--- config.mk ---
export PLATFORM = sky130hd
export DESIGN_NAME = rca_result_display_flat
export DESIGN_NICKNAME = d
export VERILOG_FILES = /design/src/rtl/rca_result_display_pkg.sv /design/src/rtl/rca_result_display_if.sv /design/src/rtl/rca_result_display_bcd_to_7seg.sv /design/src/rtl/rca_result_display.sv /design/src/flat_wrapper.sv
export SDC_FILE = /design/constraint.sdc
export NUM_CORES = 1
export LEC_CHECK = 0
export ABC_AREA = 1
export ABC_CLOCK_PERIOD_IN_PS = 2400
export CAP_MARGIN = 20
export CORE_MARGIN = 1.5
export CORE_UTILIZATION = 45
export DETAILED_ROUTE_END_ITERATION = 8
export GPL_TIMING_DRIVEN = 0
export HOLD_SLACK_MARGIN = 0.05
export PLACE_DENSITY_LB_ADDON = 0.05
export SYNTH_ARGS = -nofsm -noshare
export SYNTH_HDL_FRONTEND = slang
export SYNTH_SLANG_ARGS = --single-unit
export TNS_END_PERCENT = 50
--- constraint.sdc ---
create_clock -name Clk -period 2.4 [get_ports Clk]
set_clock_uncertainty 0.1 [all_clocks]
set_input_delay 0.6 -clock Clk [delete_from_list [all_inputs] [get_ports Clk]]
set_output_delay 0.6 -clock Clk [all_outputs]
set_load 0.01 [all_outputs]
--- src/rtl/rca_result_display_pkg.sv ---
`default_nettype none
// ============================================================================
// Package : rca_disp_pkg
// Purpose : Shared types and constants for the adder result display.
//           Holds the conversion FSM state type, the active-low segment
//           patterns {g,f,e,d,c,b,a}, the display geometry and the
//           double-dabble nibble adjust helper.
// Revision: 1.0  initial release
// ============================================================================
package rca_disp_pkg;

  localparam int NUM_DIGITS = 6;
  localparam int RESULT_W   = 17;
  localparam int BCD_W      = 4 * NUM_DIGITS;

  typedef enum logic [1:0] {
    IDLE    = 2'd0,
    CONVERT = 2'd1,
    COMMIT  = 2'd2
  } state_t;

  // Active-low segments, bit order {g,f,e,d,c,b,a}
  localparam logic [6:0] SEG_0     = 7'b1000000;
  localparam logic [6:0] SEG_1     = 7'b1111001;
  localparam logic [6:0] SEG_2     = 7'b0100100;
  localparam logic [6:0] SEG_3     = 7'b0110000;
  localparam logic [6:0] SEG_4     = 7'b0011001;
  localparam logic [6:0] SEG_5     = 7'b0010010;
  localparam logic [6:0] SEG_6     = 7'b0000010;
  localparam logic [6:0] SEG_7     = 7'b1111000;
  localparam logic [6:0] SEG_8     = 7'b0000000;
  localparam logic [6:0] SEG_9     = 7'b0010000;
  localparam logic [6:0] SEG_BLANK = 7'b1111111;

  // Add 3 to every BCD nibble that is 5 or more, so the following left
  // shift carries correctly into the next decimal digit.
  function automatic logic [BCD_W-1:0] dd_adjust(input logic [BCD_W-1:0] bcd);
    logic [BCD_W-1:0] r;
    r = bcd;
    for (int i = 0; i < NUM_DIGITS; i++) begin
      if (bcd[4*i +: 4] >= 4'd5) begin
        r[4*i +: 4] = bcd[4*i +: 4] + 4'd3;
      end
    end
    return r;
  endfunction

endpackage
`default_nettype wire

--- src/rtl/rca_result_display_if.sv ---
`default_nettype none
// ============================================================================
// Interface: rca_result_display_if
// Purpose  : Bundles the adder-result input, the conversion status and the
//            seven-segment drive of rca_result_display.
//   load      : capture strobe (master -> slave)
//   sum_in    : 16-bit adder sum (master -> slave)
//   cout_in   : adder carry, bit 16 of the value (master -> slave)
//   busy      : conversion in progress (slave -> master)
//   bcd_valid : one-cycle commit pulse (slave -> master)
//   an/seg/dp : active-low anode, segment and decimal point drive
// Revision : 1.0  initial release
// ============================================================================
interface rca_result_display_if;
  logic        load;
  logic [15:0] sum_in;
  logic        cout_in;
  logic        busy;
  logic        bcd_valid;
  logic [7:0]  an;
  logic [6:0]  seg;
  logic        dp;

  modport master (
    output load, sum_in, cout_in,
    input  busy, bcd_valid, an, seg, dp
  );

  modport slave (
    input  load, sum_in, cout_in,
    output busy, bcd_valid, an, seg, dp
  );
endinterface
`default_nettype wire

--- src/rtl/rca_result_display_bcd_to_7seg.sv ---
`default_nettype none
// ============================================================================
// Module  : bcd_to_7seg
// Purpose : Combinational BCD digit to active-low seven-segment decode.
//           Codes above 9 show nothing.
//   bcd_i : 4-bit BCD digit
//   seg_o : segments {g,f,e,d,c,b,a}, active-low
// Revision: 1.0  initial release
// ============================================================================
module bcd_to_7seg
  import rca_disp_pkg::*;
(
  input  logic [3:0] bcd_i,
  output logic [6:0] seg_o
);

  always_comb begin
    seg_o = SEG_BLANK;
    case (bcd_i)
      4'd0:    seg_o = SEG_0;
      4'd1:    seg_o = SEG_1;
      4'd2:    seg_o = SEG_2;
      4'd3:    seg_o = SEG_3;
      4'd4:    seg_o = SEG_4;
      4'd5:    seg_o = SEG_5;
      4'd6:    seg_o = SEG_6;
      4'd7:    seg_o = SEG_7;
      4'd8:    seg_o = SEG_8;
      4'd9:    seg_o = SEG_9;
      default: seg_o = SEG_BLANK;
    endcase
  end

endmodule
`default_nettype wire

--- src/rtl/rca_result_display.sv ---
`default_nettype none
// ============================================================================
// Module  : rca_result_display
// Purpose : Captures the 17-bit {Cout, Sum} result of the ripple-carry adder,
//           converts it to six BCD digits with a sequential double-dabble
//           engine (17 iterations) and time-multiplexes the digits onto the
//           eight-digit seven-segment display with leading-zero blanking.
//   Clk : system clock, rising edge
//   Rs  : synchronous active-high reset
//   bus : rca_result_display_if.slave (load/sum_in/cout_in in,
//         busy/bcd_valid/an/seg/dp out)
//   REFRESH_DIV : clock cycles per digit slot (minimum 2)
// Revision: 1.0  initial release
// ============================================================================
module rca_result_display
  import rca_disp_pkg::*;
#(
  parameter int REFRESH_DIV = 100000
)
(
  input  logic                 Clk,
  input  logic                 Rs,
  rca_result_display_if.slave  bus
);

  localparam int         CNT_W     = (REFRESH_DIV > 2) ? $clog2(REFRESH_DIV) : 1;
  localparam logic [CNT_W-1:0] CNT_LAST = CNT_W'(REFRESH_DIV - 1);
  localparam logic [4:0] LAST_ITER = 5'(RESULT_W - 1);
  localparam logic [2:0] LAST_IDX  = 3'(NUM_DIGITS - 1);

  // Conversion engine state
  state_t              state_q;
  logic [RESULT_W-1:0] bin_q;
  logic [BCD_W-1:0]    bcd_q;
  logic [4:0]          iter_q;
  logic                busy_q;
  logic                valid_q;
  logic [BCD_W-1:0]    disp_q;
  logic [BCD_W-1:0]    disp_d;
  logic [BCD_W-1:0]    bcd_adj;

  // Scanner state
  logic [CNT_W-1:0]    cnt_q;
  logic [2:0]          idx_q;
  logic [7:0]          an_q;
  logic [6:0]          seg_q;
  logic [7:0]          lead_blank;
  logic [3:0]          slot_digit;
  logic [6:0]          slot_seg;

  assign bcd_adj = dd_adjust(bcd_q);

  // The display register only moves in COMMIT. The scanner looks at the
  // next value so a commit landing on a slot change shows the new digit.
  assign disp_d = (state_q == COMMIT) ? bcd_q : disp_q;

  // --------------------------------------------------------------------------
  // Conversion FSM
  // --------------------------------------------------------------------------
  always_ff @(posedge Clk) begin
    if (Rs) begin
      state_q <= IDLE;
      bin_q   <= '0;
      bcd_q   <= '0;
      iter_q  <= '0;
      busy_q  <= 1'b0;
      valid_q <= 1'b0;
      disp_q  <= '0;
    end else begin
      valid_q <= 1'b0;
      disp_q  <= disp_d;
      case (state_q)
        IDLE: begin
          if (bus.load) begin
            bin_q   <= {bus.cout_in, bus.sum_in};
            bcd_q   <= '0;
            iter_q  <= '0;
            busy_q  <= 1'b1;
            state_q <= CONVERT;
          end else begin
            busy_q  <= 1'b0;
          end
        end
        CONVERT: begin
          // One double-dabble step: adjust, then shift {bcd, bin} left.
          bcd_q  <= {bcd_adj[BCD_W-2:0], bin_q[RESULT_W-1]};
          bin_q  <= {bin_q[RESULT_W-2:0], 1'b0};
          iter_q <= iter_q + 5'd1;
          if (iter_q == LAST_ITER) begin
            state_q <= COMMIT;
          end
        end
        COMMIT: begin
          // busy stays high through this cycle; it drops on the next IDLE edge
          valid_q <= 1'b1;
          state_q <= IDLE;
        end
        default: begin
          busy_q  <= 1'b0;
          state_q <= IDLE;
        end
      endcase
    end
  end

  // --------------------------------------------------------------------------
  // Leading-zero blanking: digit k>0 is blank when digits k..5 are all zero
  // --------------------------------------------------------------------------
  always_comb begin
    logic all_zero;
    lead_blank = '0;
    all_zero   = 1'b1;
    for (int k = NUM_DIGITS - 1; k > 0; k--) begin
      all_zero      = all_zero & (disp_d[4*k +: 4] == 4'd0);
      lead_blank[k] = all_zero;
    end
  end

  assign slot_digit = disp_d[{idx_q, 2'b00} +: 4];

  bcd_to_7seg u_dec (
    .bcd_i (slot_digit),
    .seg_o (slot_seg)
  );

  // --------------------------------------------------------------------------
  // Scanner: outputs reload on the first cycle of each slot (cnt_q == 0),
  // so every slot, including the first after reset, lasts REFRESH_DIV cycles.
  // --------------------------------------------------------------------------
  always_ff @(posedge Clk) begin
    if (Rs) begin
      cnt_q <= '0;
      idx_q <= '0;
      an_q  <= 8'hFF;
      seg_q <= SEG_BLANK;
    end else begin
      if (cnt_q == CNT_LAST) begin
        cnt_q <= '0;
        idx_q <= (idx_q == LAST_IDX) ? 3'd0 : idx_q + 3'd1;
      end else begin
        cnt_q <= cnt_q + 1'b1;
      end

      if (cnt_q == '0) begin
        if (lead_blank[idx_q]) begin
          an_q  <= 8'hFF;
          seg_q <= SEG_BLANK;
        end else begin
          an_q  <= ~(8'b0000_0001 << idx_q);
          seg_q <= slot_seg;
        end
      end
    end
  end

  assign bus.busy      = busy_q;
  assign bus.bcd_valid = valid_q;
  assign bus.an        = an_q;
  assign bus.seg       = seg_q;
  assign bus.dp        = 1'b1;

endmodule
`default_nettype wire

--- src/flat_wrapper.sv ---
// flat-port wrapper written by rule: the top's interface ports become plain ports
module rca_result_display_flat import rca_disp_pkg::*;
#(
  parameter int REFRESH_DIV = 100000
)
  (Clk, Rs, bus_load, bus_sum_in, bus_cout_in, bus_busy, bus_bcd_valid, bus_an, bus_seg, bus_dp);
  rca_result_display_if bus_i ();
  input  logic Clk;
  input  logic Rs;
  input wire logic [$bits(bus_i.load)-1:0] bus_load;
  input wire logic [$bits(bus_i.sum_in)-1:0] bus_sum_in;
  input wire logic [$bits(bus_i.cout_in)-1:0] bus_cout_in;
  output wire logic [$bits(bus_i.busy)-1:0] bus_busy;
  output wire logic [$bits(bus_i.bcd_valid)-1:0] bus_bcd_valid;
  output wire logic [$bits(bus_i.an)-1:0] bus_an;
  output wire logic [$bits(bus_i.seg)-1:0] bus_seg;
  output wire logic [$bits(bus_i.dp)-1:0] bus_dp;
  assign bus_i.load = bus_load;
  assign bus_i.sum_in = bus_sum_in;
  assign bus_i.cout_in = bus_cout_in;
  assign bus_busy = bus_i.busy;
  assign bus_bcd_valid = bus_i.bcd_valid;
  assign bus_an = bus_i.an;
  assign bus_seg = bus_i.seg;
  assign bus_dp = bus_i.dp;
  rca_result_display #(.REFRESH_DIV(REFRESH_DIV)) u_core (.Clk(Clk), .Rs(Rs), .bus(bus_i));
endmodule
**After elaboration in Yosys (flattened, before gate mapping)**

Memories as Yosys holds them, arrays and structs flattened.
Index checks and enable logic that the tools add are counted.

- Register bits after elaboration: 109
- Input port bits: 20
- Bits in latches: 0
- Logic and storage cells: 78
- Memories kept: 1
- RAM bits: 0
- Memory bits (read-only): 112

Memories:

| name | depth | width | rd ports | clocked after memory_dff | write ports | RTL line | source |
|---|---|---|---|---|---|---|---|
| (no name shown) | 16 | 7 | 1 | 0 | 0 | rca_result_display_bcd_to_7seg.sv:19 | `case (bcd_i)` |

- Reductions and logical operators: 12
- $mul: 0
- $lt $le $gt $ge: 7
- Divide/modulo/power cells: 0
- Equal/unequal tests: 7
- Mux-type cells: 24
- Bitwise gates (word level): 5
- Shift-type cells: 2
- $add $sub $neg: 9

Operators with widths:

| kind | number |
|---|---|
| 24-bit 2-to-1 mux | 2 |
| 24-bit case mux with 2 select lines | 1 |
| 17-bit case mux with 2 select lines | 1 |
| 4-bit by 3-bit greater-or-equal comparator with 1-bit output, second input constant | 6 |
| 24-bit by 6-bit indexed part select with 4-bit output | 1 |
| 4-bit by 2-bit adder with 4-bit output, second input constant | 5 |
| 4-bit logical NOT | 5 |
| 4-bit 2-to-1 mux | 5 |
| 17-bit by 1-bit adder with 17-bit output, second input constant | 1 |
| 17-bit == test, second input constant | 1 |
| 17-bit logical NOT | 1 |
| 17-bit 2-to-1 mux | 1 |
| 5-bit case mux with 2 select lines | 1 |
| 8-bit 2-to-1 mux | 1 |
| 8-bit NOT | 1 |
| 1-bit by 3-bit << shifter with 8-bit output, first input constant | 1 |
| 7-bit 2-to-1 mux | 1 |
| 3-bit 2-to-1 mux | 2 |
| 5-bit by 1-bit adder with 5-bit output, second input constant | 1 |
| 5-bit == test, second input constant | 1 |
| 5-bit 2-to-1 mux | 1 |
| 1-bit AND | 4 |
| 3-bit by 4-bit less-than comparator with 1-bit output, second input constant | 1 |
| 2-bit 2-to-1 mux | 2 |
| 15 further kinds | 19 |

**Depth between registers and ports, before layout**

- Depth after elaboration: 10
- Depth in mapped cells: 20
- Gate-level depth less buffers: 18

**By module**

A second synthesis with hierarchy kept.

- Cell total of the unflattened synthesis: 795
- Area, all modules: 5441.5 µm²

By module, submodules not included:

| module | cells each | times used | area each (µm²) |
|---|---|---|---|
| rca_result_display | 760 | 1 | 5253.8 |
| bcd_to_7seg | 35 | 1 | 187.7 |

**Worst setup path after synthesis**

Ideal clock, no wire load.

- Path type: register to register
- Start point: register u_core.state_q[0]
- End point: register u_core.seg_q[3] (netlist: u_core.bus.seg[3])
- Setup slack: 0.191 ns
- Period minus slack after synthesis: 2.209 ns
- Data required time: 2.185 ns
- Stages on the path, launching flop included: 20
- Arrival: 1.994 ns
- Setup time: 0.115 ns
- Path buffers: 2
- Cells stage by stage: dfxtp_1 -> inv_1 -> ha_1 -> buf_6 -> buf_4 -> nand2_1 -> nand2_1 -> nand2_1 -> nand2_1 -> nor2_1 -> nor2_1 -> nor2_2 -> inv_1 -> ha_1 -> inv_1 -> nand3_1 -> nand3_1 -> nand3_1 -> nand2_1 -> nand2_1

- Cells in the longest elaborated chain, start to end: 10
- Elaborated cells between the ends (all ways): 16
- Classes of those cells: eq/ne (1); shift (1); mux (4); bitwise (4); reduce/logical (5); memory (1)

RTL lines:

| item | RTL line | source |
|---|---|---|
| from (decl) | rca_result_display.sv:32 | `state_t state_q;` |
| from (signal assigned) | rca_result_display.sv:62 | `state_q <= IDLE;` |
| from (signal assigned) | rca_result_display.sv:79 | `state_q <= CONVERT;` |
| from (signal assigned) | rca_result_display.sv:90 | `state_q <= COMMIT;` |
| 2-bit == test (*) | rca_result_display.sv:55 | `assign disp_d = (state_q == COMMIT) ? bcd_q : disp_q;` |
| 24-bit 2-to-1 mux (*) | rca_result_display.sv:55 |  |
| parallel branches: the longest is 7 deep, another holds memory 16 x 7 bit | n/a |  |
| 7-bit 2-to-1 mux (*) | rca_result_display.sv:145 | `if (lead_blank[idx_q]) begin` |
| to (signal assigned) | rca_result_display.sv:150 | `seg_q <= slot_seg;` |
| to (decl) | rca_result_display.sv:46 | `logic [6:0] seg_q;` |

Every way passes the cells marked *. The select of a mux whose other input is x is not followed.
A chain may end at the register's enable or synchronous reset.

**Final worst setup path**

Ends and elaborated chain as after synthesis.

==> results_dict.tcl <==
set metrics [dict create \
    period_needed_ps 2284 \
    cts_buffers 9 \
    async_flop_share 0 \
    core_sq_mm 0.01206 \
    grt_pass1_vias 4739 \
    die_area_sq_mm 0.01308 \
    hp-start "u_core.cnt_q[16]" \
    cts_tree "yes" \
    diodes 0 \
    grt_max_degree 19 \
    max-clock-path-buffers 2 \
    reg2regPathDepth 19 \
    vias 5205 \
    ios 38 \
    avgRoutedWirePerCell_um 12.57 \
    fill_cells 1173 \
    arrival_ps 2440 \
    synth_ff_type "dfxtp_1" \
    synth_largest_area_cell "dfxtp_1" \
    yosysMostFrequentCell "nand2_1" \
    placed_cell_area_sq_mm 0.006141 \
    end_kind "flip-flop" \
    path_clk_slew_ps 80 \
    syn-mean-instance-area_sq_um 6.855 \
    place_inst 1017 \
    setup.worst_path.class "flip-flop to flip-flop" \
    fmax_ghz 0.4378 \
    drc 0 \
    antenna_found_initial 0 \
    reg2reg_from "u_core.state_q[0]" \
    die_x_um 114.4 \
    io_buffers 35 \
    layout-drive-gt1-share 0.1098 \
    grtUsageTotal 0.2140 \
    final-hold-violation-count 0 \
    yosys.cell_types.count 37 \
    r2r_end "u_core.bus.seg[3]" \
    ir_worst_vdd_mv 0.5793 \
    clk_latency_ps 360 \
    ys_seq_elements 109 \
    fin_ws_ps 115.6 \
    detail_route.first_pass.iterations 5 \
    gp_congestion 0.8503 \
    slew_headroom 0.5861 \
    drv_cap 0 \
    synth_top_cell_area_share 0.3910 \
    finalNonFillerCells 1042 \
    ant_nets 0 \
    slew_violations 0 \
    clkSinkCount 109 \
    grt_pass1_wl_mm 22.22 \
    ctsHoldBuffers 0 \
    synth_edf_count 0 \
    viasPerCell 4.995 \
    whs_path_depth 2 \
    synth_top_cells_by_count "235 x nand2_1, 109 x dfxtp_1, 87 x inv_1" \
    worst_pin_slew_ps 620.9 \
    critPathMaxFanout 7 \
    hp-class "flip-flop to flip-flop" \
    start_kind "flip-flop" \
    status "finished clean" \
    synthesis.nets 860 \
    yosys-top-cells-area "dfxtp_1 39%, nand2_1 16%, inv_1 5.9%" \
    dpl.hpwl_mm 9.714 \
    layout.nets 915 \
    place_ws_ps -387.3 \
    initial_core_util 0.4627 \
    synthCells 814 \
    core.rowCount 40 \
    power_leakage_nw 2.674 \
    period_share 0.9518 \
    hold_path_end "u_core.cnt_q[16]" \
    ys_warn_count 0 \
    htreeDepth 3 \
    finalWirelength_mm 13.10 \
    rsz0062_at_grt "yes" \
    synth_area_sq_mm 0.005580 \
    required_ps 2560 \
    grt_overflow 0 \
    die_height_um 114.4 \
    syn2layout_area_growth_pct 18.03 \
    p_per_area_mw_per_mm2 797.0 \
    drt_iter0_drc 300 \
    reg2reg_slack_ps 120 \
    root_buffer "clkbuf_16" \
    finalSetupViolCount 0 \
    ys_seq_area_frac 0.3910 \
    finish.instance_area_sq_mm 0.006586 \
]
[kinds of logic after synthesis]
logic type,Yosys count,synth area share
other,1,0.0006720
flip-flops,109,0.3910
AND/OR/NAND/NOR,406,0.3092
XOR/XNOR,7,0.01099
adder cells (fa/ha/maj),26,0.05830
AO/OA/AOI/OAI,138,0.1354
buffers and inverters,127,0.09439
[worst max-delay path, stage by stage, from the launching register on]
cell	delay, ps
dfxtp_2	320
inv_2	70
ha_4	210
clkinv_8	90
buf_8	140
nand2_4	50
nand2_2	50
nand2_1	50
nand2_1	60
nor2_1	120
nor2_1	80
nor2_2	190
inv_2	60
ha_2	170
inv_2	50
nand3_2	90
nand3_1	90
nand3_1	70
nand2_1	60
nand2_1	40
[stage by stage]
stage	hold WS, ps	total power, W	util	TNS, ps
CTS	362.8	0.005217	0.5368	-0.6168
global route	376.4	0.005613	0.5461	-190.1
global placement	345.7	0.003686	0.5091	-3127
floorplan	329.9	0.003255	-	0
finish	359.3	0.005249	0.5461	0
detailed placement	351.0	0.003718	0.5091	-3887
[report_power, final]
group | internal, W | switching [W]
Clock | 0.000739 | 0.000707
Sequential | 0.00203 | 0.000102
Combinational | 0.000623 | 0.00105
Total | 0.00339 | 0.00186
[flip-flops by register name (all words and copies together), names as in the netlist]
name and flops:
u_core.bcd_q 24, u_core.cnt_q 17, u_core.bus.bcd_valid 1, u_core.bus.busy 1, u_core.bin_q 17, u_core.idx_q 3
u_core.disp_q 24, u_core.iter_q 5, u_core.state_q 2, u_core.bus.an 8, u_core.bus.seg 7
[what timing repair did]
action / 4_1_cts / 5_1_grt
pin swaps: 3 / 8
gates resized for setup: 6 / 29
cloned: 1 / 0
buffers inserted: 5 / 5
endpoints found under the setup margin: 8 / 23
hold endpoints to repair: 0 / 0
[metal layers]
layer	GRT usage	routed length (um)
met5	0	0
met4	0.06167	161
met3	0.05400	499
met2	0.3582	6092
met1	0.2735	6346
[placed cells by master, fill, tap and decap left out, types with 3 or more instances in the layout]
cell type        instances
a21oi_1                 58
ha_1                    23
buf_4                   12
nor2_1                  64
nor3b_1                  3
o21ai_2                  4
buf_2                    6
dfxtp_1                107
nand4_1                 12
nand2_4                  3
nand2_2                 16
inv_1                   84
nor3_1                  22
o21ai_0                 39
buf_6                    3
xor2_1                   7
o21ai_1                  8
clkdlybuf4s50_1         35
inv_2                   10
clkbuf_1                14
o22ai_1                  4
buf_1                    3
nand3_1                 44
a31oi_1                 16
clkbuf_16                9
o211ai_1                 5
nor2_2                  11
nand2_1                222
[how the worst max path moves through the flow]
stage	startpoint	cells after the start	endpoint	slack [ps]
after floorplan	u_core.state_q[0]	19	u_core.bus.seg[3]	190
after global placement	bus_load	8	u_core.bcd_q[15]	-320
after detailed placement	bus_load	8	u_core.bcd_q[11]	-390
after CTS	u_core.state_q[0]	20	u_core.bus.seg[0]	-0.6
after global routing	u_core.state_q[0]	19	u_core.bus.seg[3]	-80
final	u_core.state_q[0]	19	u_core.bus.seg[3]	120
[final cells by class]
type                    instances  area [sq um]  share of cell area
flip-flops and latches        109          2185              0.3317
repair buffers                 46         430.4             0.06535
clock inverters                 6         43.79            0.006649
plain buffers                  28         152.6             0.02318
inverters                      97         380.4             0.05775
multi-input cells             578          2945              0.4472
well taps                     168         210.2             0.03191
clock buffers                  10         239.0             0.03628
(Power assumes the default switching activity.)
